**config.mk**
```make
export PLATFORM = sky130hd
export DESIGN_NAME = fpu16_divider
export DESIGN_NICKNAME = d
export VERILOG_FILES = /design/src/rtl/fpu16_pkg.sv /design/src/rtl/fpu16_classify.sv /design/src/rtl/fpu16_divider.sv
export SDC_FILE = /design/constraint.sdc
export NUM_CORES = 1
export LEC_CHECK = 0
export CORE_MARGIN = 4
export CORE_UTILIZATION = 56
export CTS_BUF_LIST = sky130_fd_sc_hd__clkbuf_16
export DETAILED_ROUTE_END_ITERATION = 8
export PLACE_DENSITY = 0.81
export REMOVE_ABC_BUFFERS = 1
export SKIP_LAST_GASP = 1
export SLEW_MARGIN = 25
export SYNTH_ARGS = -nofsm -noshare
export SYNTH_HDL_FRONTEND = slang
export SYNTH_SLANG_ARGS = --single-unit
```
**constraint.sdc**
```tcl
create_clock -name clk -period 3.3 [get_ports clk]
set_input_delay 0.33 -clock clk [delete_from_list [all_inputs] [get_ports clk]]
set_output_delay 0.33 -clock clk [all_outputs]
set_load 0.05 [all_outputs]
```
**src/rtl/fpu16_pkg.sv**
```systemverilog
// Shared FPU16 definitions: field widths, exponent bias, quiet NaN, flag bit positions
// and the divider FSM state encoding.
package fpu16_pkg;

    localparam int EXP_W = 5;
    localparam int MAN_W = 10;
    localparam int BIAS  = (1 << (EXP_W - 1)) - 1;
    localparam int ITER  = MAN_W + 2;

    localparam logic [15:0] QNAN    = 16'h7E00;
    localparam logic [14:0] INF_MAG = {{EXP_W{1'b1}}, {MAN_W{1'b0}}};

    localparam int FLAG_INVALID   = 3;
    localparam int FLAG_DIVZERO   = 2;
    localparam int FLAG_OVERFLOW  = 1;
    localparam int FLAG_UNDERFLOW = 0;

    typedef enum logic [1:0] {
        IDLE   = 2'd0,
        DIVIDE = 2'd1,
        NORM   = 2'd2,
        DONE   = 2'd3
    } state_t;

endpackage

```
**src/rtl/fpu16_classify.sv**
```systemverilog
// Combinational binary16 operand classifier shared by the FPU16 multiplier and divider.
// Subnormals report as zero because the datapath flushes them.
module fpu16_classify
    import fpu16_pkg::*;
(
    input  logic [15:0] i_op,
    output logic        o_zero,
    output logic        o_inf,
    output logic        o_nan
);

    logic w_exp_zero;
    logic w_exp_max;
    logic w_man_nz;

    assign w_exp_zero = ~|i_op[MAN_W +: EXP_W];
    assign w_exp_max  = &i_op[MAN_W +: EXP_W];
    assign w_man_nz   = |i_op[MAN_W-1:0];

    assign o_zero = w_exp_zero;
    assign o_inf  = w_exp_max & ~w_man_nz;
    assign o_nan  = w_exp_max & w_man_nz;

endmodule

```
**src/rtl/fpu16_divider.sv**
```systemverilog
// Iterative binary16 divider: one restoring quotient bit per clock, truncating rounding,
// subnormals flushed to signed zero, valid/ready on both sides.
module fpu16_divider
    import fpu16_pkg::*;
(
    input  logic        clk,
    input  logic        rst_n,
    input  logic        in_valid,
    output logic        in_ready,
    input  logic [15:0] a,
    input  logic [15:0] b,
    output logic        out_valid,
    input  logic        out_ready,
    output logic [15:0] result,
    output logic [3:0]  flags
);

    logic w_zero_a, w_inf_a, w_nan_a;
    logic w_zero_b, w_inf_b, w_nan_b;

    fpu16_classify u_class_a (.i_op(a), .o_zero(w_zero_a), .o_inf(w_inf_a), .o_nan(w_nan_a));
    fpu16_classify u_class_b (.i_op(b), .o_zero(w_zero_b), .o_inf(w_inf_b), .o_nan(w_nan_b));

    state_t             r_state;
    logic [3:0]         r_count;
    logic [MAN_W+1:0]   r_rem;
    logic [MAN_W:0]     r_div;
    logic [ITER-1:0]    r_q;
    logic signed [6:0]  r_exp;
    logic               r_sign;
    logic [15:0]        r_result;
    logic [3:0]         r_flags;

    logic               w_accept;
    logic               w_sign;
    logic               w_special;
    logic [15:0]        w_spec_result;
    logic [3:0]         w_spec_flags;
    logic signed [6:0]  w_exp_init;
    logic               w_ge;
    logic [MAN_W+1:0]   w_rem_sub;
    logic signed [6:0]  w_norm_exp;
    logic [MAN_W-1:0]   w_norm_man;
    logic [15:0]        w_norm_result;
    logic [3:0]         w_norm_flags;

    assign in_ready  = (r_state == IDLE);
    assign out_valid = (r_state == DONE);
    assign result    = r_result;
    assign flags     = r_flags;

    assign w_accept   = in_valid & in_ready;
    assign w_sign     = a[15] ^ b[15];
    assign w_special  = w_zero_a | w_inf_a | w_nan_a | w_zero_b | w_inf_b | w_nan_b;
    assign w_exp_init = {2'b00, a[14:10]} - {2'b00, b[14:10]} + 7'(BIAS);

    // Special operands resolve in priority order; anything left over (0/x, x/inf) is signed zero.
    always_comb begin
        w_spec_result = {w_sign, 15'd0};
        w_spec_flags  = 4'd0;
        if (w_nan_a | w_nan_b | (w_zero_a & w_zero_b) | (w_inf_a & w_inf_b)) begin
            w_spec_result               = QNAN;
            w_spec_flags[FLAG_INVALID]  = 1'b1;
        end else if (w_inf_a) begin
            w_spec_result = {w_sign, INF_MAG};
        end else if (w_zero_b) begin
            w_spec_result               = {w_sign, INF_MAG};
            w_spec_flags[FLAG_DIVZERO]  = 1'b1;
        end
    end

    assign w_ge      = (r_rem >= {1'b0, r_div});
    assign w_rem_sub = w_ge ? (r_rem - {1'b0, r_div}) : r_rem;

    // A quotient below 1.0 lands with its leading one at bit ITER-2, costing one exponent step.
    assign w_norm_exp = r_q[ITER-1] ? r_exp : (r_exp - 7'sd1);
    assign w_norm_man = r_q[ITER-1] ? r_q[ITER-2:1] : r_q[ITER-3:0];

    always_comb begin
        w_norm_result = {r_sign, w_norm_exp[4:0], w_norm_man};
        w_norm_flags  = 4'd0;
        if (w_norm_exp >= 7'sd31) begin
            w_norm_result               = {r_sign, INF_MAG};
            w_norm_flags[FLAG_OVERFLOW] = 1'b1;
        end else if (w_norm_exp <= 7'sd0) begin
            w_norm_result                = {r_sign, 15'd0};
            w_norm_flags[FLAG_UNDERFLOW] = 1'b1;
        end
    end

    always_ff @(posedge clk or negedge rst_n) begin
        if (!rst_n) begin
            r_state  <= IDLE;
            r_count  <= 4'd0;
            r_rem    <= '0;
            r_div    <= '0;
            r_q      <= '0;
            r_exp    <= 7'sd0;
            r_sign   <= 1'b0;
            r_result <= 16'd0;
            r_flags  <= 4'd0;
        end else begin
            case (r_state)
                IDLE: begin
                    if (w_accept) begin
                        r_sign <= w_sign;
                        if (w_special) begin
                            r_result <= w_spec_result;
                            r_flags  <= w_spec_flags;
                            r_state  <= DONE;
                        end else begin
                            r_rem   <= {2'b01, a[MAN_W-1:0]};
                            r_div   <= {1'b1, b[MAN_W-1:0]};
                            r_q     <= '0;
                            r_exp   <= w_exp_init;
                            r_count <= 4'd0;
                            r_state <= DIVIDE;
                        end
                    end
                end
                DIVIDE: begin
                    r_rem   <= {w_rem_sub[MAN_W:0], 1'b0};
                    r_q     <= {r_q[ITER-2:0], w_ge};
                    r_count <= r_count + 4'd1;
                    if (r_count == 4'(ITER - 1)) begin
                        r_state <= NORM;
                    end
                end
                NORM: begin
                    r_result <= w_norm_result;
                    r_flags  <= w_norm_flags;
                    r_state  <= DONE;
                end
                DONE: begin
                    if (out_ready) begin
                        r_state <= IDLE;
                    end
                end
                default: r_state <= IDLE;
            endcase
        end
    end

endmodule
```
== After elaboration in Yosys (flattened, before gate mapping) ==
Cells that the tools add are included.
Word-level totals
  input port bits: 36
  logic and storage cells: 96
  output and inout bits: 22
  register bits: 69
Cells by class
  add/sub/neg operators: 5
  reduce and logical (&&, ||, !) cells: 16
  eq/ne operators: 9
  magnitude comparators: 3
  bitwise operators: 19
  mux-type cells: 35
Operators with widths (number)
  15-bit 2-to-1 mux: 4
  12-bit 2-to-1 mux: 4
  16-bit 2-to-1 mux: 3
  12-bit case mux with 2 select lines: 2
  16-bit case mux with 2 select lines: 1
  10-bit OR reduction: 2
  4-bit 2-to-1 mux: 4
  4-bit case mux with 2 select lines: 2
  12-bit by 11-bit >= comparator with 1-bit output: 1
  3-bit AND reduction: 4
  11-bit 2-to-1 mux: 1
  11-bit subtractor: 1
  10-bit 2-to-1 mux: 1
  5-bit AND reduction: 2
  5-bit OR reduction: 2
  2-bit 2-to-1 mux: 4
  1-bit OR: 8
  2-bit case mux with 4 select lines: 1
  6-bit by 5-bit adder with 7-bit output, second input constant: 1
  1-bit bitwise AND: 7
  7-bit by 6-bit >= comparator with 1-bit output, second input constant: 1
  7-bit by 1-bit <= comparator with 1-bit output, second input constant: 1
  1-bit 2-to-1 mux: 7
  7-bit 2-to-1 mux: 1
  14 further kinds: 22

== Longest topological paths before layout ==
  depth after elaboration: 11
  gate-level depth with buffers: 10
  depth with buffers taken out: 10

== By module ==
A second synthesis with hierarchy kept.
Unflattened totals
  cells, all modules: 478
  area, all modules: 4334.2 um2
Modules (own cells, without submodules)
  fpu16_divider: seq. area each 1726.7 um2, times used 1, cells each 458, area an instance 4224.1 um2
  fpu16_classify: seq. area each 0.0 um2, times used 2, cells each 10, area an instance 55.1 um2

== Worst setup path before layout ==
OpenSTA, ideal clock, no wires.
  kind: register to register
  from: register r_exp[0]
  to: register r_result[9], in the netlist result[9]
  path buffers: 1
  setup time: 0.126 ns
  data arrival time: 2.224 ns
  period minus slack after synthesis: 2.350 ns
  stages on the path, launching flop included: 10
  setup slack: 0.950 ns
  data required time: 3.174 ns
  cell sequence: dfrtp_1 > clkbuf_1 > inv_1 > ha_1 > or3b_1 > or3_1 > nand3_1 > a31oi_2 > and3_1 > a221o_1
On the way
  longest elaborated chain between the ends: 6
  elaborated cells on any way between the ends: 7
  those cells by class: add/sub (1); order compare (2); mux (4)
Ends and longest elaborated chain
  from (decl): line fpu16_divider.sv:29  | logic signed [6:0] r_exp;
  from (signal assigned): line fpu16_divider.sv:115  | r_exp <= w_exp_init;
  7-bit by 2-bit subtractor with 7-bit output: line fpu16_divider.sv:76  | assign w_norm_exp = r_q[ITER-1] ? r_exp : (r_exp - 7'sd1);
  7-bit 2-to-1 mux (*): line fpu16_divider.sv:76
  7-bit by 1-bit <= comparator with 1-bit output: line fpu16_divider.sv:85  | end else if (w_norm_exp <= 7'sd0) begin
  15-bit 2-to-1 mux: line fpu16_divider.sv:85
  15-bit 2-to-1 mux (*): line fpu16_divider.sv:82  | if (w_norm_exp >= 7'sd31) begin
  16-bit case mux with 2 select lines (*): line fpu16_divider.sv:103  | case (r_state)
  to (signal assigned): line fpu16_divider.sv:108  | r_result <= w_spec_result;
  to (signal assigned): line fpu16_divider.sv:130  | r_result <= w_norm_result;
  to (decl): line fpu16_divider.sv:31  | logic [15:0] r_result;
Mark *: on every way between the ends. The rest lies on a longest branch, timed or not.
A chain may end at the register's enable or synchronous reset.

== Worst setup path in the final report ==
  from: register r_rem[0]
  to: register r_rem[2]
On the way
  longest elaborated chain between the ends: 3
  elaborated cells on any way between the ends: 4
  those cells by class: add/sub (1); order compare (1); mux (2)
Ends and longest elaborated chain
  from (decl): line fpu16_divider.sv:26  | logic [MAN_W+1:0] r_rem;
  from (signal assigned): line fpu16_divider.sv:112  | r_rem <= {2'b01, a[MAN_W-1:0]};
  from (signal assigned): line fpu16_divider.sv:122  | r_rem <= {w_rem_sub[MAN_W:0], 1'b0};
  11-bit subtractor or 12-bit by 11-bit >= comparator with 1-bit output (tied branches): line fpu16_divider.sv:73, fpu16_divider.sv:72
  11-bit 2-to-1 mux (*): line fpu16_divider.sv:73  | assign w_rem_sub = w_ge ? (r_rem - {1'b0, r_div}) : r_rem;
  12-bit case mux with 2 select lines (*): line fpu16_divider.sv:103
Marked as above.

==> results.cfg <==
[clocking]
h-tree-depth = 3
path_clk_slew_ns = 0.06
cts_resized = 0
cts_tree = done
cts_num_sinks = 69
postCtsSetupBuffers = 0
holdBufCountCts = 0
cts_buffer_depth = 2
numCtsBuffers = 9
clk_latency_ns = 0.33
cts-root-buf = clkbuf_16

[setup_path]
cp_slowest_stage_delay_ns = 0.41
r2r-end = r_rem[2]
path_max_fanout = 10
cp_slowest_cell = fa_1
critical_path_class = flop to flop
worst_ep_required_time_ns = 3.53
end_kind = flop
path_delay_family = compound AO/OA/AOI/OAI gates
r2r_start = r_rem[0]
reg2reg_depth = 9
crit_chain = inv_1 -> ha_1 -> fa_1 -> nand2b_1 -> a211oi_1 -> a211oi_1 -> nand2b_1 -> mux2_2 -> a221oi_1
r2r_slack_ns = 0.46
arrival_ns = 3.07
crit_buf_inv = 1
crit_path_start_kind = flop

[timing]
drv_slew = 0
worstMarginPinSlew_ns = 0.876
skew_ns = 0.00634
rsz0062_at_grt = no
fin_setup_tns_ns = 0
fmax_mhz = 352
relSlewSlack = 0.416
fin_crit_sh = 0.862
min_period_ns = 2.84
hold_viol_final = 0
setup_violations = 0

[logic_synthesis]
synth_largest_area_cell = dfrtp_1
synth_top_family_by_area = simple AND/OR/NAND/NOR gates
synth_common_cells = 69 x dfrtp_1, 66 x nand2_1, 36 x inv_1, 36 x o21ai_0, 34 x nor2_1
synthCells = 486
ys_seq_elements = 69
synth_edf_count = 0
synthArstFlopShare = 1.00
seq_area_frac_synth = 0.399
synth_top_cell_area_share = 0.399
yosysMostFrequentCell = dfrtp_1
synthXorXnorAreaFrac = 0.0263
synthAdderAreaFrac = 0.0757
syn_avg_cell_area_um2 = 8.91
syn-cell-area_um2 = 4330
yosys_most_used_dff = dfrtp_1
yosys_warnings = 0
synthMuxAreaShare = 0.0427
synthSimpleGateAreaFrac = 0.211
yosys-top-cells-area = dfrtp_1 40%, ha_1 6.6%, nand2_1 5.7%
synth_compound_area_frac = 0.196
ys_types = 65

[final_layout]
drive_gt1_frac = 0.0799
multi_input_area_um2 = 2390
seq_area_um2 = 1730
fillCellCount = 568
area_growth_pct = 22.8
layout.cells.non_filler = 650
diodes = 0
nets = 607

[place]
port_buffers = 57
hpwl_um = 7730
place_inst = 634
routabilityCongestion = 0.880

[floorplan]
ios = 58
die_y_um = 96.0
core_area_um2 = 7370
std_cell_rows = 31
start_util = 0.588
die_area_um2 = 9210
die_w_um = 96.0

[global_route]
overflow = 0
antenna_found_initial = 0
track_usage = 0.233
grt_pass1_wl_um = 16800
grt_pass1_vias = 3599
grt_max_degree = 28

[power]
fin_total_pwr_uw = 5400
vdd_drop_max_mv = 0.518
power.leakage_uw = 0.00236
power_density_nw_per_um2 = 1010

[job]
drv_cap = 0

[drt]
routedWlPerCell_um = 15.5
wirelength_um = 10100
drtIter0Drc = 285
via_per_inst = 5.94
drc = 0
vias = 3861
ant_nets = 0
drt_pre_antenna_iters = 6

[worst_hold_path]
hold_class = input pin to asynchronous set/reset pin

[outcome]
outcome = finished clean
power by group:
group	leakage, uW	internal, uW	switching [uW]	total (uW)
registers	0.000884	1120	236	1360
logic	0.00133	1220	1840	3060
clock network	0.000143	595	382	977
cells by family after synthesis:
family / Yosys count
and+or+nand+nor: 184
AOI/OAI and AO/OA: 123
muxes: 18
buffers and inverters: 54
xor gates and xnor gates: 13
adders and majority gates: 25
DFF: 69
metrics by stage:
stage / utilization / setup WS, ns / hold slack (ns) / area (um^2)
final: 0.722 / 0.457 / 0.000871 / 5320
after global routing: 0.722 / 0.256 / 0.0538 / 5320
after CTS: 0.722 / 0.477 / 0.0105 / 5320
after detailed placement: 0.681 / 0.436 / 0.362 / 5020
after global placement: 0.681 / 0.520 / 0.363 / 5020
after floorplan: - / 0.428 / 0.0344 / 4250
state kept, by name (all words and copies together) (netlist names), 2 cells and up:
name,cells
flags,4
r_count,4
r_div,11
r_exp,7
r_q,12
r_rem,12
r_state,2
result,16
layout by cell type, fill, tap and decap left out, types with 3 or more instances in the layout:
cell type	n
a32o_1	4
or3_1	9
nor4_1	3
nor3_1	8
nand2_1	66
a21oi_1	17
o31ai_1	4
and2_1	3
o211ai_1	5
o22ai_1	4
mux2i_1	14
nand2b_1	5
xnor2_1	8
or4_1	6
a211oi_1	10
o21a_1	9
a21o_1	5
nand3_1	26
ha_1	23
xor2_1	5
clkdlybuf4s50_1	56
dfrtp_1	69
inv_1	36
buf_4	10
and3_1	4
nand4_1	4
mux2_2	4
a22o_1	4
o21ai_0	36
clkbuf_16	9
nor2_1	34
inv_6	4
worst register-to-register path: stages, from the launching register on:
cell	delay [ns]
dfrtp_1	0.32
inv_1	0.07
ha_1	0.23
fa_1	0.41
nand2b_1	0.18
a211oi_1	0.38
a211oi_1	0.18
nand2b_1	0.36
mux2_2	0.40
a221oi_1	0.22
cell type report:
cell class,instances,share of cell area
clock inverters,7,0.0150
flip-flops and latches,69,0.324
clock buffers,9,0.0423
inverters,36,0.0254
well taps,99,0.0233
multi-input cells,363,0.449
repair buffers,67,0.120
layer usage:
layer	vias to the layer above	global-route usage	wire (um)	share of wire
met5	-	0	0	0
met4	0	0.0912	156	0.016
met3	14	0.0383	605	0.060
met2	120	0.379	4770	0.47
met1	1852	0.313	4520	0.45
li1	1875	-	-	-
worst max-delay path by stage:
stage | endpoint | from | cells past startpoint | slack [ns]
final | r_rem[2] | r_rem[0] | 9 | 0.46
after global routing | r_rem[2] | r_rem[0] | 9 | 0.26
after CTS | r_rem[2] | r_rem[0] | 9 | 0.48
after detailed placement | result[7] | a[11] | 8 | 0.44
after global placement | flags[1] | a[11] | 8 | 0.52
after floorplan | r_rem[10] | r_state[0] | 6 | 0.43
No activity file was read; power rests on OpenSTA's default activity.
